`config.mk`:
```
export PLATFORM = sky130hd
export DESIGN_NAME = seg_scan_driver
export DESIGN_NICKNAME = d
export VERILOG_FILES = /design/src/rtl/seg_pkg.sv /design/src/rtl/seg_slot_timer.sv /design/src/rtl/seg_scan_driver.sv
export SDC_FILE = /design/constraint.sdc
export NUM_CORES = 1
export LEC_CHECK = 0
export CAP_MARGIN = 15
export CORE_ASPECT_RATIO = 0.5
export CORE_UTILIZATION = 50
export DETAILED_ROUTE_END_ITERATION = 10
export PLACE_DENSITY = 0.73
export SKIP_LAST_GASP = 1
export SLEW_MARGIN = 20
export SYNTH_ARGS = -nofsm -noshare
export SYNTH_HDL_FRONTEND = slang
export SYNTH_SLANG_ARGS = --single-unit
export TNS_END_PERCENT = 30
```
`constraint.sdc`:
```
create_clock -name CLK -period 2.6 [get_ports CLK]
set_input_delay 0.65 -clock CLK [delete_from_list [all_inputs] [get_ports CLK]]
set_output_delay 0.65 -clock CLK [all_outputs]
set_load 0.05 [all_outputs]
```
`src/rtl/seg_pkg.sv`:
```
// Shared constants and types for the seven-segment scan driver.
// Segment patterns are active-low with bit6=g down to bit0=a.
package seg_pkg;

    // All segments off
    localparam logic [6:0] SEG_BLANK = 7'h7F;

    // Hex glyphs in active-low g..a order
    localparam logic [6:0] GLYPH_0 = 7'b1000000;
    localparam logic [6:0] GLYPH_1 = 7'b1111001;
    localparam logic [6:0] GLYPH_2 = 7'b0100100;
    localparam logic [6:0] GLYPH_3 = 7'b0110000;
    localparam logic [6:0] GLYPH_4 = 7'b0011001;
    localparam logic [6:0] GLYPH_5 = 7'b0010010;
    localparam logic [6:0] GLYPH_6 = 7'b0000010;
    localparam logic [6:0] GLYPH_7 = 7'b1111000;
    localparam logic [6:0] GLYPH_8 = 7'b0000000;
    localparam logic [6:0] GLYPH_9 = 7'b0010000;
    localparam logic [6:0] GLYPH_A = 7'b0001000;
    localparam logic [6:0] GLYPH_B = 7'b0000011;
    localparam logic [6:0] GLYPH_C = 7'b1000110;
    localparam logic [6:0] GLYPH_D = 7'b0100001;
    localparam logic [6:0] GLYPH_E = 7'b0000110;
    localparam logic [6:0] GLYPH_F = 7'b0001110;

    // Position within a digit slot: blanking gap first, then lit
    typedef enum logic {
        GAP  = 1'b0,
        SHOW = 1'b1
    } phase_e;

    // Maps a 4-bit value onto its hex glyph
    function automatic logic [6:0] hex_glyph(input logic [3:0] value);
        logic [6:0] glyph;
        glyph = SEG_BLANK;
        case (value)
            4'h0: glyph = GLYPH_0;
            4'h1: glyph = GLYPH_1;
            4'h2: glyph = GLYPH_2;
            4'h3: glyph = GLYPH_3;
            4'h4: glyph = GLYPH_4;
            4'h5: glyph = GLYPH_5;
            4'h6: glyph = GLYPH_6;
            4'h7: glyph = GLYPH_7;
            4'h8: glyph = GLYPH_8;
            4'h9: glyph = GLYPH_9;
            4'hA: glyph = GLYPH_A;
            4'hB: glyph = GLYPH_B;
            4'hC: glyph = GLYPH_C;
            4'hD: glyph = GLYPH_D;
            4'hE: glyph = GLYPH_E;
            default: glyph = GLYPH_F;
        endcase
        return glyph;
    endfunction

endpackage

```
`src/rtl/seg_slot_timer.sv`:
```
// Slot timer for the scan driver: counts cycles within a digit slot,
// steps the digit index, reports the slot phase and flags the last
// cycle of a frame. Disabling holds everything at digit 0, cycle 0.
module seg_slot_timer
    import seg_pkg::*;
#(
    parameter int N_DIGITS = 4,
    parameter int SCAN_DIV = 50000,
    parameter int GAP_CYC  = 16,
    parameter int DIG_W    = $clog2(N_DIGITS)
) (
    input  logic             CLK,
    input  logic             RST_N,
    input  logic             en,
    output logic [DIG_W-1:0] dig,
    output phase_e           phase,
    output logic             frame_end
);

    localparam int CNT_W = $clog2(SCAN_DIV);
    localparam logic [CNT_W-1:0] CNT_LAST = CNT_W'(SCAN_DIV - 1);
    localparam logic [CNT_W-1:0] CNT_GAP  = CNT_W'(GAP_CYC);
    localparam logic [DIG_W-1:0] DIG_LAST = DIG_W'(N_DIGITS - 1);

    logic [CNT_W-1:0] cnt_q, cnt_d;
    logic [DIG_W-1:0] dig_q, dig_d;
    logic             slot_end;

    assign slot_end  = (cnt_q == CNT_LAST);
    assign frame_end = en && slot_end && (dig_q == DIG_LAST);
    assign phase     = (cnt_q < CNT_GAP) ? GAP : SHOW;
    assign dig       = dig_q;

    // Advance the slot counter and digit index, wrapping at slot and frame ends
    always_comb begin
        cnt_d = cnt_q;
        dig_d = dig_q;
        if (!en) begin
            cnt_d = '0;
            dig_d = '0;
        end else if (slot_end) begin
            cnt_d = '0;
            dig_d = (dig_q == DIG_LAST) ? '0 : dig_q + DIG_W'(1);
        end else begin
            cnt_d = cnt_q + CNT_W'(1);
        end
    end

    // Counter registers, cleared asynchronously
    always_ff @(posedge CLK or negedge RST_N) begin
        if (!RST_N) begin
            cnt_q <= '0;
            dig_q <= '0;
        end else begin
            cnt_q <= cnt_d;
            dig_q <= dig_d;
        end
    end

endmodule

```
`src/rtl/seg_scan_driver.sv`:
```
// Time-multiplexed common-anode seven-segment scanner. Patterns are
// captured into a shadow buffer and copied to the displayed buffer only
// at frame boundaries so a frame never mixes old and new values.
module seg_scan_driver
    import seg_pkg::*;
#(
    parameter int N_DIGITS = 4,
    parameter int SCAN_DIV = 50000,
    parameter int GAP_CYC  = 16
) (
    input  logic                  CLK,
    input  logic                  RST_N,
    input  logic [7*N_DIGITS-1:0] segIn,
    input  logic                  load,
    input  logic [N_DIGITS-1:0]   blankMask,
    input  logic                  en,
    output logic [N_DIGITS-1:0]   AN,
    output logic [6:0]            SEG,
    output logic                  frameDone
);

    localparam int DIG_W = $clog2(N_DIGITS);

    logic [N_DIGITS-1:0][6:0] seg_in_arr;
    logic [N_DIGITS-1:0][6:0] shadow_q, shadow_d;
    logic [N_DIGITS-1:0][6:0] active_q, active_d;
    logic                     pending_q, pending_d;
    logic [N_DIGITS-1:0]      an_q, an_d;
    logic [6:0]               seg_q, seg_d;
    logic                     frame_done_q, frame_done_d;

    logic [DIG_W-1:0] dig;
    phase_e           phase;
    logic             frame_end;

    assign seg_in_arr = segIn;

    seg_slot_timer #(
        .N_DIGITS (N_DIGITS),
        .SCAN_DIV (SCAN_DIV),
        .GAP_CYC  (GAP_CYC),
        .DIG_W    (DIG_W)
    ) u_timer (
        .CLK       (CLK),
        .RST_N     (RST_N),
        .en        (en),
        .dig       (dig),
        .phase     (phase),
        .frame_end (frame_end)
    );

    // Double-buffer update: shadow follows load, active changes only at frame ends or while idle
    always_comb begin
        shadow_d  = shadow_q;
        active_d  = active_q;
        pending_d = pending_q;
        if (load) begin
            shadow_d = seg_in_arr;
        end
        if (!en) begin
            active_d  = load ? seg_in_arr : shadow_q;
            pending_d = 1'b0;
        end else if (frame_end) begin
            if (load) begin
                active_d = seg_in_arr;
            end else if (pending_q) begin
                active_d = shadow_q;
            end
            pending_d = 1'b0;
        end else if (load) begin
            pending_d = 1'b1;
        end
    end

    // Next output values from the current slot state, blanked in the gap, when masked or idle
    always_comb begin
        an_d         = '1;
        seg_d        = SEG_BLANK;
        frame_done_d = frame_end;
        if (en && (phase == SHOW) && !blankMask[dig]) begin
            an_d  = ~(N_DIGITS'(1) << dig);
            seg_d = active_q[dig];
        end
    end

    // Buffer and output registers, all returning to blank on reset
    always_ff @(posedge CLK or negedge RST_N) begin
        if (!RST_N) begin
            shadow_q     <= {N_DIGITS{SEG_BLANK}};
            active_q     <= {N_DIGITS{SEG_BLANK}};
            pending_q    <= 1'b0;
            an_q         <= '1;
            seg_q        <= SEG_BLANK;
            frame_done_q <= 1'b0;
        end else begin
            shadow_q     <= shadow_d;
            active_q     <= active_d;
            pending_q    <= pending_d;
            an_q         <= an_d;
            seg_q        <= seg_d;
            frame_done_q <= frame_done_d;
        end
    end

    assign AN        = an_q;
    assign SEG       = seg_q;
    assign frameDone = frame_done_q;

endmodule

```
==> metrics.md, run 1 <==
| Metric | Value |
|---|---|
| CTS buffer count | 9 |
| Final #Nets | 351 |
| Slowest stage delay, CP | 0.80 ns |
| Initial Util | a little over half |
| Remaining global-route overflow | 0 |
| Failing checks | design-rule violations |
| Crit path DAT | 1.66 ns |
| Die area | 0.007915 mm^2 |
| Peak Freq | 433.0 MHz |
| Crit path required time | 1.95 ns |
| Top post-synthesis cells by area | dfstp_2 47%, mux2_2 17%, dfrtp_1 13%, mux4_2 4.8%, xnor2_1 2.6% |
| Synth Register Bits | 87 |
| Maximum vdd ir drop | 0.4206 mV |
| Max_cap viols | 0 |
| Root Driver | clkbuf_16 |
| Slowest-stage cell, CP | clkdlybuf4s50_1 |
| Met3 track demand over resource | 6.372% |
| Clock latency on the worst-skew pair | about 0.34 ns |
| Syn_nets | 300 |
| Vias/cell | 5.351 |
| Cts repair resizes | 0 |
| Run status | finished with violations |
| Area Growth Syn to Fin | 23.95% |
| Most used DFF post-synth | dfstp_2 |
| Final Setup Violations | 0 |
| Post-Syn Area | 0.003771 mm^2 |
| Post-route cell area | roughly 0.0047 mm^2 |
| RSZ-0062 raised after global routing | no |
| Sequential area share after synthesis | 59.95% |
| Synth cell types | 34 |
| CTS Hold Bufs | 0 |
| Fin Clk Skew | 0.008605 ns |
| Vias | between 2000 and 2500 |
| CTS tree | yes |
| DRT Pass-1 Iters | 7 |
| GRT Overall Usage | 19.57% |
| Core footprint | 0.006989 mm^2 |
| First-pass GRT wire length | 11650 um |
| Grt peak-use layer | met2 |
| Row count | 21 |
| Port buffer count | 47 |
| Die W | 124.8 um |
| Mean routed wirelength per cell | 16.36 um |
| Vias in the first global route | 2387 |
| Share of the synthesized area in the top cell type | 46.68% |
| Crit path max-delay family | buffers and inverters |
| Dpl hpwl | 4509 um |
| Fillers | 501 |
| Final core utilization | 66.88% |
| WL final | 6658 um |
| CP Class | reg -> out |
| Slew margin rel. | 65.51% |
| Antenna viol nets, final | 0 |
| Hold Crit Class | in -> async |
| Average cell area after synthesis | 14.56 um^2 |
| Max FO, Critical Path | 1 |
| Max H-tree Level | 3 |
| P_leak | 1.801 nW |
| Worst slew pin tran | 0.5174 ns |
| Drt first-iter violations | 81 |
| Post-synth EDFFs | 0 |
| Placed cell area | 0.004364 mm^2 |
| Met2 Usage GRT | 32.72% |
| Part of the cycle the worst path needs | 88.83% |
| Count of final hold-check violations | 0 |
| Max clock buf depth | 2 |
| Crit path cell chain | clkdlybuf4s50_1 |
| Initial antenna violation count | 0 |
| Power per cell area | 682.3 mW/mm^2 |
| Die Y | 63.41 um |
| Clk slew on worst S/H paths | approximately 0.06 ns |
| Diode count | 0 |
| Ratio of cells with drive above 1 in the final layout | ~50% |
| Yosys top cell by area | dfstp_2 |
| # clock sinks | 87 |
| Crit path time final | 2.310 ns |
| Placer Congestion | 0.9025 |
| Largest net degree at the start of global routing | 49 |
| TNS Setup | 0 ns |
| Buf/Inv on CP | 1 |
| Synth Instances | 259 |
| Drt drc | 6 |
| Io pins | 48 |
| Post-CTS Setup Bufs | 0 |
| Critical Path End Type | output port |
| Ys Warns | 0 |
| Critical Path Source Type | register |
| Synth async-reset ratio | 100.0% |
| GR Util met1 | 23.60% |
| Final Slew Violations | 0 |
[path summary, 6_finish.rpt]
path / from / endpoint / slack (ns) / depth (start not counted)
setup reg to reg: u_timer.cnt_q[4] / active_q[9] / 0.59 / 5
hold reg to reg: u_timer.cnt_q[0] / u_timer.cnt_q[0] / 0.51 / 1
max in group asynchronous: RST_N / shadow_q[11] / 1.63 / 2
setup / recovery: AN[3] / AN[3] / 0.29 / 1
hold / removal: RST_N / u_timer.cnt_q[4] / 0.29 / 1
min in group CLK: u_timer.cnt_q[0] / u_timer.cnt_q[0] / 0.51 / 1
[where the power goes]
part           total [mW]  internal (mW)  switching [mW]
clock network        1.31          0.804           0.504
registers            1.59           1.55          0.0473
logic               0.287          0.180           0.107
[layout by cell type (no fill, tap or decap), types with 4 or more instances in the layout]
cell	instances
xnor2_1	11
nand3_1	5
mux2_2	56
clkdlybuf4s50_1	46
nor2_1	17
buf_4	4
dfrtp_1	20
mux4_2	8
nand2b_1	7
dfstp_2	67
inv_1	5
nor4_1	6
nor3_1	4
nand2_1	10
clkbuf_16	10
ha_1	5
nand4_1	5
[per-layer routing]
metal,vias to the layer above,share of wire [%]
met1,1112,45
met5,-,0
met4,0,1.8
li1,1012,-
met2,40,50
met3,14,3.6
[worst reg2reg max path, delay by kind of cell, from the launching register on]
kind | cells | cell delay [ns]
buffers and inverters | 1 | 0.20
DFF | 1 | 0.47
and+or+nand+nor | 2 | 0.65
muxes | 1 | 0.38
AOI/OAI and AO/OA | 1 | 0.23
[stage by stage]
stage	power [mW]	hold slack, ns	setup slack [ns]	instances
2_1_floorplan	1.777	0.3544	0.6830	259
3_3_place_gp	1.888	0.4991	0.4358	391
3_5_place_dp	1.908	0.5063	0.4171	391
4_1_cts	3.236	0.2980	0.2759	407
5_1_grt	3.328	0.3170	0.2622	407
6_report	3.190	0.2863	0.2905	407
[cell families (layout without fill, tap and decap cells)]
logic type      Yosys count  in the layout  share of synthesized area, %
flops                    87             87                         59.95
mux                      65             65                         21.76
simple gates             65             65                         9.788
buf+inv                  18             74                         2.555
xor+xnor                 14             14                         3.252
fa+ha+maj                 5              5                         1.659
compound gates            5              5                         1.029
[state kept, by name, indices dropped and copies added (netlist names)]
signal / count
shadow_q: 28
active_q: 28
u_timer.cnt_q: 16
u_timer.dig: 2
AN: 4
pending_q: 1
frameDone: 1
SEG: 7
[Yosys cell counts (3+ instances only)]
master    instances
nand4_1           5
mux2_2           56
nand2_1          10
nor2_1           17
ha_1              5
nor4_1            6
xnor2_1          11
buf_2             4
clkbuf_1          6
nor3_1            4
dfrtp_1          20
mux4_2            8
xor2_1            3
inv_1             5
nand3_1           5
nand2b_1          7
dfstp_2          67
[final cells by class]
cell class / count / area [um^2] / share of cell area [%]
repair buffers: 53 / 550.5 / 11.78
multi-input cells: 154 / 1419 / 30.35
well taps: 92 / 115.1 / 2.463
inverters: 5 / 18.77 / 0.4015
clock inverters: 4 / 52.55 / 1.124
flip-flops and latches: 87 / 2261 / 48.37
clock buffers: 12 / 257.7 / 5.514
No activity file was read; power rests on OpenSTA's default activity.
==> run 2, diff against run 1 <==
--- a/config.mk
+++ b/config.mk
@@ -9,6 +9,7 @@
 export CORE_ASPECT_RATIO = 0.5
 export CORE_UTILIZATION = 50
 export DETAILED_ROUTE_END_ITERATION = 10
+export GPL_ROUTABILITY_DRIVEN = 0
 export PLACE_DENSITY = 0.73
 export SKIP_LAST_GASP = 1
 export SLEW_MARGIN = 20
==> run 2 against run 1 <==
  * Non-clock buffer count is the same
  * Design area rose by 0.16%
  * Sequential share of layout area down 0.078 points
  * Setup slack better by 0.0013 ns
  * Sequential cell count unchanged
  * Wire length up 2.0%
  * The flow still finishes with violations (design-rule violations)
  * Die area unchanged
  * Critical path type unchanged
  * Largest power group unchanged
  * Cell count fell by 0.25%
  * Sequential power about the same
  * Critical endpoint unchanged
==> metrics.md, run 2 (same netlist as run 1, synthesis figures left out) <==
| Metric | Value |
|---|---|
| Slew margin rel. | 65.91% |
| TNS Setup | 0 ns |
| Largest net degree at the start of global routing | 65 |
| RSZ-0062 raised after global routing | no |
| Reg-to-reg startpoint | u_timer.cnt_q[0] |
| Most common cell after layout, fill and taps aside | dfstp_2 |
| Top Registers | active_q x28, shadow_q x28, u_timer.cnt_q x16 |
| WL final | 6791 um |
| Failing checks | design-rule violations |
| R2R Path End | active_q[9] |
| GR Util met1 | 23.87% |
| Antenna viol nets, final | 0 |
| # clock sinks | 87 |
| Fin Clk Skew | 0.006465 ns |
| Met2 Usage GRT | 32.94% |
| Clock latency on the worst-skew pair | around 0.34 ns |
| Dpl hpwl | 4450 um |
| Vias in the first global route | 2316 |
| WHS | 0.2102 ns |
| CP Class | reg -> out |
| Remaining global-route overflow | 0 |
| Crit path max-delay family | buffers and inverters |
| Hold Crit Class | in -> async |
| CTS buffer count | 9 |
| Row count | 21 |
| Grt peak-use layer | met2 |
| Initial antenna violation count | 0 |
| Die W | 124.8 um |
| Io pins | 48 |
| Critical Path End Type | output port |
| Post-CTS Setup Bufs | 0 |
| Slowest-stage cell, CP | clkdlybuf4s50_1 |
| Ratio of cells with drive above 1 in the final layout | 49.68% |
| Max FO, Critical Path | 1 |
| Drt first-iter violations | 117 |
| Buf/Inv on CP | 1 |
| CTS Hold Bufs | 0 |
| Worst slew pin tran | 0.5098 ns |
| Part of the cycle the worst path needs | 88.78% |
| Post-place setup slack | about 0.43 ns |
| Crit path DAT | approximately 1.7 ns |
| Final Slew Violations | 0 |
| Port buffer count | 47 |
| Initial Util | 53.96% |
| Sequential Area | between 0.002 and 0.0025 mm^2 |
| Fillers | 501 |
| Power per cell area | 689.6 mW/mm^2 |
| Diode count | 0 |
| DRT Pass-1 Iters | 7 |
| Maximum vdd ir drop | 0.4375 mV |
| Vias/cell | 5.360 |
| P_leak | around 1.8 nW |
| Max_cap viols | 0 |
| Core footprint | 0.006989 mm^2 |
| Multi-input gate area | 0.001419 mm^2 |
| Critical Path Source Type | register |
| Reg2Reg Depth | 6 |
| Final Setup Violations | 0 |
| Drt drc | 6 |
| Slowest stage delay, CP | 0.80 ns |
| Run status | finished with violations |
| CTS tree | yes |
| R2R Setup Slk | 0.59 ns |
| Crit path time final | 2.308 ns |
| Count of final hold-check violations | 0 |
| Die area | slightly below 0.008 mm^2 |
| Cts repair resizes | 0 |
| Final worst slack | 0.2918 ns |
| Peak Freq | 433.2 MHz |
| Final #Nets | 351 |
| Non-Filler Instances | just over 400 |
| First-pass GRT wire length | between 10000 and 15000 um |
| GRT Overall Usage | about 20% |
| Vias | 2176 |
| Die Y | between 60 and 70 um |
| Met3 track demand over resource | 6.627% |
| Commonest non-fill, non-tap cells in the layout | 67 x dfstp_2, 56 x mux2_2, 46 x clkdlybuf4s50_1 |
| Crit path required time | 1.95 ns |
| Mean routed wirelength per cell | about 17 um |
| Clk slew on worst S/H paths | 0.06 ns |
| Max H-tree Level | 3 |
| Dpl cells | 391 |
| Crit path cell chain | clkdlybuf4s50_1 |
| Root Driver | clkbuf_16 |
| Area Growth Syn to Fin | 24.15% |
| Max clock buf depth | 2 |
## run 2: power breakdown
part	switching [mW]	internal [mW]	total, mW
clock	0.491	0.854	1.35
sequential	0.0494	1.55	1.60
combinational	0.107	0.179	0.286
total	0.647	2.58	3.23
## run 2: cell type report
cell class | count | share of cell area (%)
Tap cell | 92 | 2.459
Inverter | 5 | 0.4009
Multi-Input combinational cell | 154 | 30.30
Clock inverter | 2 | 0.7483
Clock buffer | 13 | 6.040
Timing Repair Buffer | 53 | 11.76
Sequential cell | 87 | 48.29
## run 2: metrics by stage
step / total power, mW / area, um^2 / util [%]
2_1_floorplan: 1.777 / 3771 / -
3_3_place_gp: 1.887 / 4364 / 62.44
3_5_place_dp: 1.908 / 4364 / 62.44
4_1_cts: 3.287 / 4682 / 66.99
5_1_grt: 3.367 / 4682 / 66.99
6_report: 3.229 / 4682 / 66.99
## run 2: metal layers
layer  share of wire, %  wire (um)  vias to the layer above
met1                 44       3006                     1127
met4               0.87         59                        0
met3                4.5        307                        5
li1                   -          -                     1003
met2                 50       3416                       41
met5                  0          0                        -
## run 2: worst max path at each step
| stage | start | end | slack [ns] | cells past startpoint |
|---|---|---|---|---|
| finish | AN[3] | AN[3] | 0.29 | 1 |
| floorplan | load | active_q[18] | 0.68 | 4 |
| global route | SEG[5] | SEG[5] | 0.26 | 1 |
| CTS | AN[3] | AN[3] | 0.27 | 1 |
| global placement | blankMask[3] | SEG[5] | 0.44 | 5 |
| detailed placement | load | active_q[23] | 0.43 | 5 |
==> run 3, diff against run 2 <==
--- a/config.mk
+++ b/config.mk
@@ -10,9 +10,9 @@
 export CORE_UTILIZATION = 50
 export DETAILED_ROUTE_END_ITERATION = 10
 export GPL_ROUTABILITY_DRIVEN = 0
+export GPL_TIMING_DRIVEN = 0
 export PLACE_DENSITY = 0.73
 export SKIP_LAST_GASP = 1
-export SLEW_MARGIN = 20
 export SYNTH_ARGS = -nofsm -noshare
 export SYNTH_HDL_FRONTEND = slang
 export SYNTH_SLANG_ARGS = --single-unit
==> run 3 against run 2 <==
  * The flow still finishes with violations (design-rule violations)
  * Maximum frequency decreased by 6.9%
  * Die area unchanged
  * Core utilization shrank 0.68 points
  * Design area shrank 1.0%
==> metrics.md, run 3 (same netlist as run 1, synthesis figures left out) <==
| Metric | Value |
|---|---|
| Commonest non-fill, non-tap cells in the layout | 67 x dfstp_2, 56 x mux2_2, 45 x clkdlybuf4s50_1 |
| Crit path cell chain | clkdlybuf4s50_1 > clkbuf_1 > buf_2 > mux2_2 > mux2_2 |
| Reg-to-reg startpoint | u_timer.dig[1] |
| Antenna viol nets, final | 0 |
| Cts repair resizes | 0 |
| Die Y | 63.41 um |
| Most common cell after layout, fill and taps aside | dfstp_2 |
| Buf/Inv on CP | 3 |
| Core footprint | 0.006989 mm^2 |
| Post-CTS Setup Bufs | 0 |
| Remaining global-route overflow | 0 |
| Largest net degree at the start of global routing | 80 |
| Clk slew on worst S/H paths | approximately 0.060 ns |
| Critical Path Source Type | input pin |
| Reg2Reg Depth | 5 |
| CTS Hold Bufs | 0 |
| Run status | finished with violations |
| Drt drc | 6 |
| Crit path required time | 2.87 ns |
| WL final | between 6000 and 7000 um |
| Max_cap viols | 0 |
| Final #Nets | 358 |
| Drt first-iter violations | 115 |
| Count of final hold-check violations | 0 |
| Initial Util | between 50% and 60% |
| Ratio of cells with drive above 1 in the final layout | 49.53% |
| Part of the cycle the worst path needs | a little over nine tenths |
| Sequential Area | 0.002261 mm^2 |
| Crit path time final | 2.479 ns |
| Max H-tree Level | 3 |
| Diode count | 0 |
| Slowest stage delay, CP | approximately 0.52 ns |
| Initial antenna violation count | 0 |
| CTS tree | yes |
| Crit path DAT | 2.75 ns |
| Slew margin rel. | 52.50% |
| Max FO, Critical Path | 10 |
| Max clock buf depth | 2 |
| Fillers | 538 |
| Port buffer count | between 40 and 50 |
| Hold Crit Class | in -> async |
| Critical Path Most Common Cell | mux2_2 |
| Area Growth Syn to Fin | 22.89% |
| GRT Overall Usage | 20.02% |
| Post-route cell area | 0.004634 mm^2 |
| Critical Path End Type | register |
| Worst slew pin tran | 0.7124 ns |
| Clock latency on the worst-skew pair | 0.34 ns |
| P_leak | 1.790 nW |
| Slowest-stage cell, CP | clkbuf_1 |
| Root Driver | clkbuf_16 |
| Row count | 21 |
| Fin Clk Skew | 0.005764 ns |
| Die area | 0.007915 mm^2 |
| RSZ-0062 raised after global routing | no |
| Dpl hpwl | 4739 um |
| Top Registers | active_q x28, shadow_q x28, u_timer.cnt_q x16 |
| Die W | 124.8 um |
| # clock sinks | a little under 90 |
| Placed cell area | 0.004372 mm^2 |
| Vias | roughly 2200 |
| Vias in the first global route | 2288 |
| R2R Path End | SEG[5] |
| Vias/cell | 5.264 |
| Mean routed wirelength per cell | roughly 17 um |
| Maximum vdd ir drop | about 0.36 mV |
| First-pass GRT wire length | 11520 um |
| Final Setup Violations | 0 |
| Failing checks | design-rule violations |
| Io pins | 48 |
| Tot Pwr | 3.027 mW |
| Final Slew Violations | 0 |
| Peak Freq | 403.4 MHz |
| CP Class | in -> reg |
| Crit path max-delay family | buffers and inverters |
| Power per cell area | roughly 650 mW/mm^2 |
| DRT Pass-1 Iters | 7 |
| Multi-input gate area | 0.001414 mm^2 |
| CTS buffer count | 9 |
| R2R Setup Slk | 0.28 ns |
[run 3: per-stage QoR]
| step | setup slack (ns) | instances | hold WS (ns) | setup TNS, ns | utilization (%) |
|---|---|---|---|---|---|
| floorplan | 0.6830 | 259 | 0.3544 | 0 | - |
| global placement | -1.970 | 397 | 0.4969 | -109.96 | 62.19 |
| detailed placement | -0.2448 | 398 | 0.4908 | -2.219 | 62.55 |
| CTS | 0.1206 | 413 | 0.1251 | 0 | 66.31 |
| global route | 0.04843 | 413 | 0.1250 | 0 | 66.31 |
| finish | 0.1210 | 413 | 0.1330 | 0 | 66.31 |
[run 3: how the worst max path moves through the flow]
stage	cells after the start	from	to	slack, ns
global route	5	load	active_q[26]	0.05
finish	5	load	active_q[21]	0.12
global placement	1	RST_N	u_timer.dig[1]	-1.97
floorplan	4	load	active_q[18]	0.68
CTS	5	load	active_q[26]	0.12
detailed placement	5	load	active_q[21]	-0.24
[run 3: layer usage]
layer	vias to the layer above	routed length (um)	global-route usage, %	share of wire [%]
li1	1021	-	-	-
met5	-	0	0	0
met2	27	3448	33.29	50
met3	10	224	6.967	3.2
met1	1116	3154	24.40	46
met4	0	92	7.470	1.3
[run 3: final cells by class]
| class | count | area share, % |
|---|---|---|
| flip-flops and latches | 87 | 48.79 |
| inverters | 5 | 0.4050 |
| well taps | 92 | 2.484 |
| multi-input cells | 154 | 30.51 |
| clock buffers | 9 | 4.860 |
| clock inverters | 6 | 0.8099 |
| plain buffers | 13 | 1.674 |
| repair buffers | 47 | 10.48 |
[run 3: power by group]
part | total (mW) | internal (mW) | switching (mW) | leakage [nW]
registers | 1.59 | 1.55 | 0.0450 | 0.980
clock network | 1.14 | 0.637 | 0.507 | 0.131
logic | 0.291 | 0.180 | 0.111 | 0.679
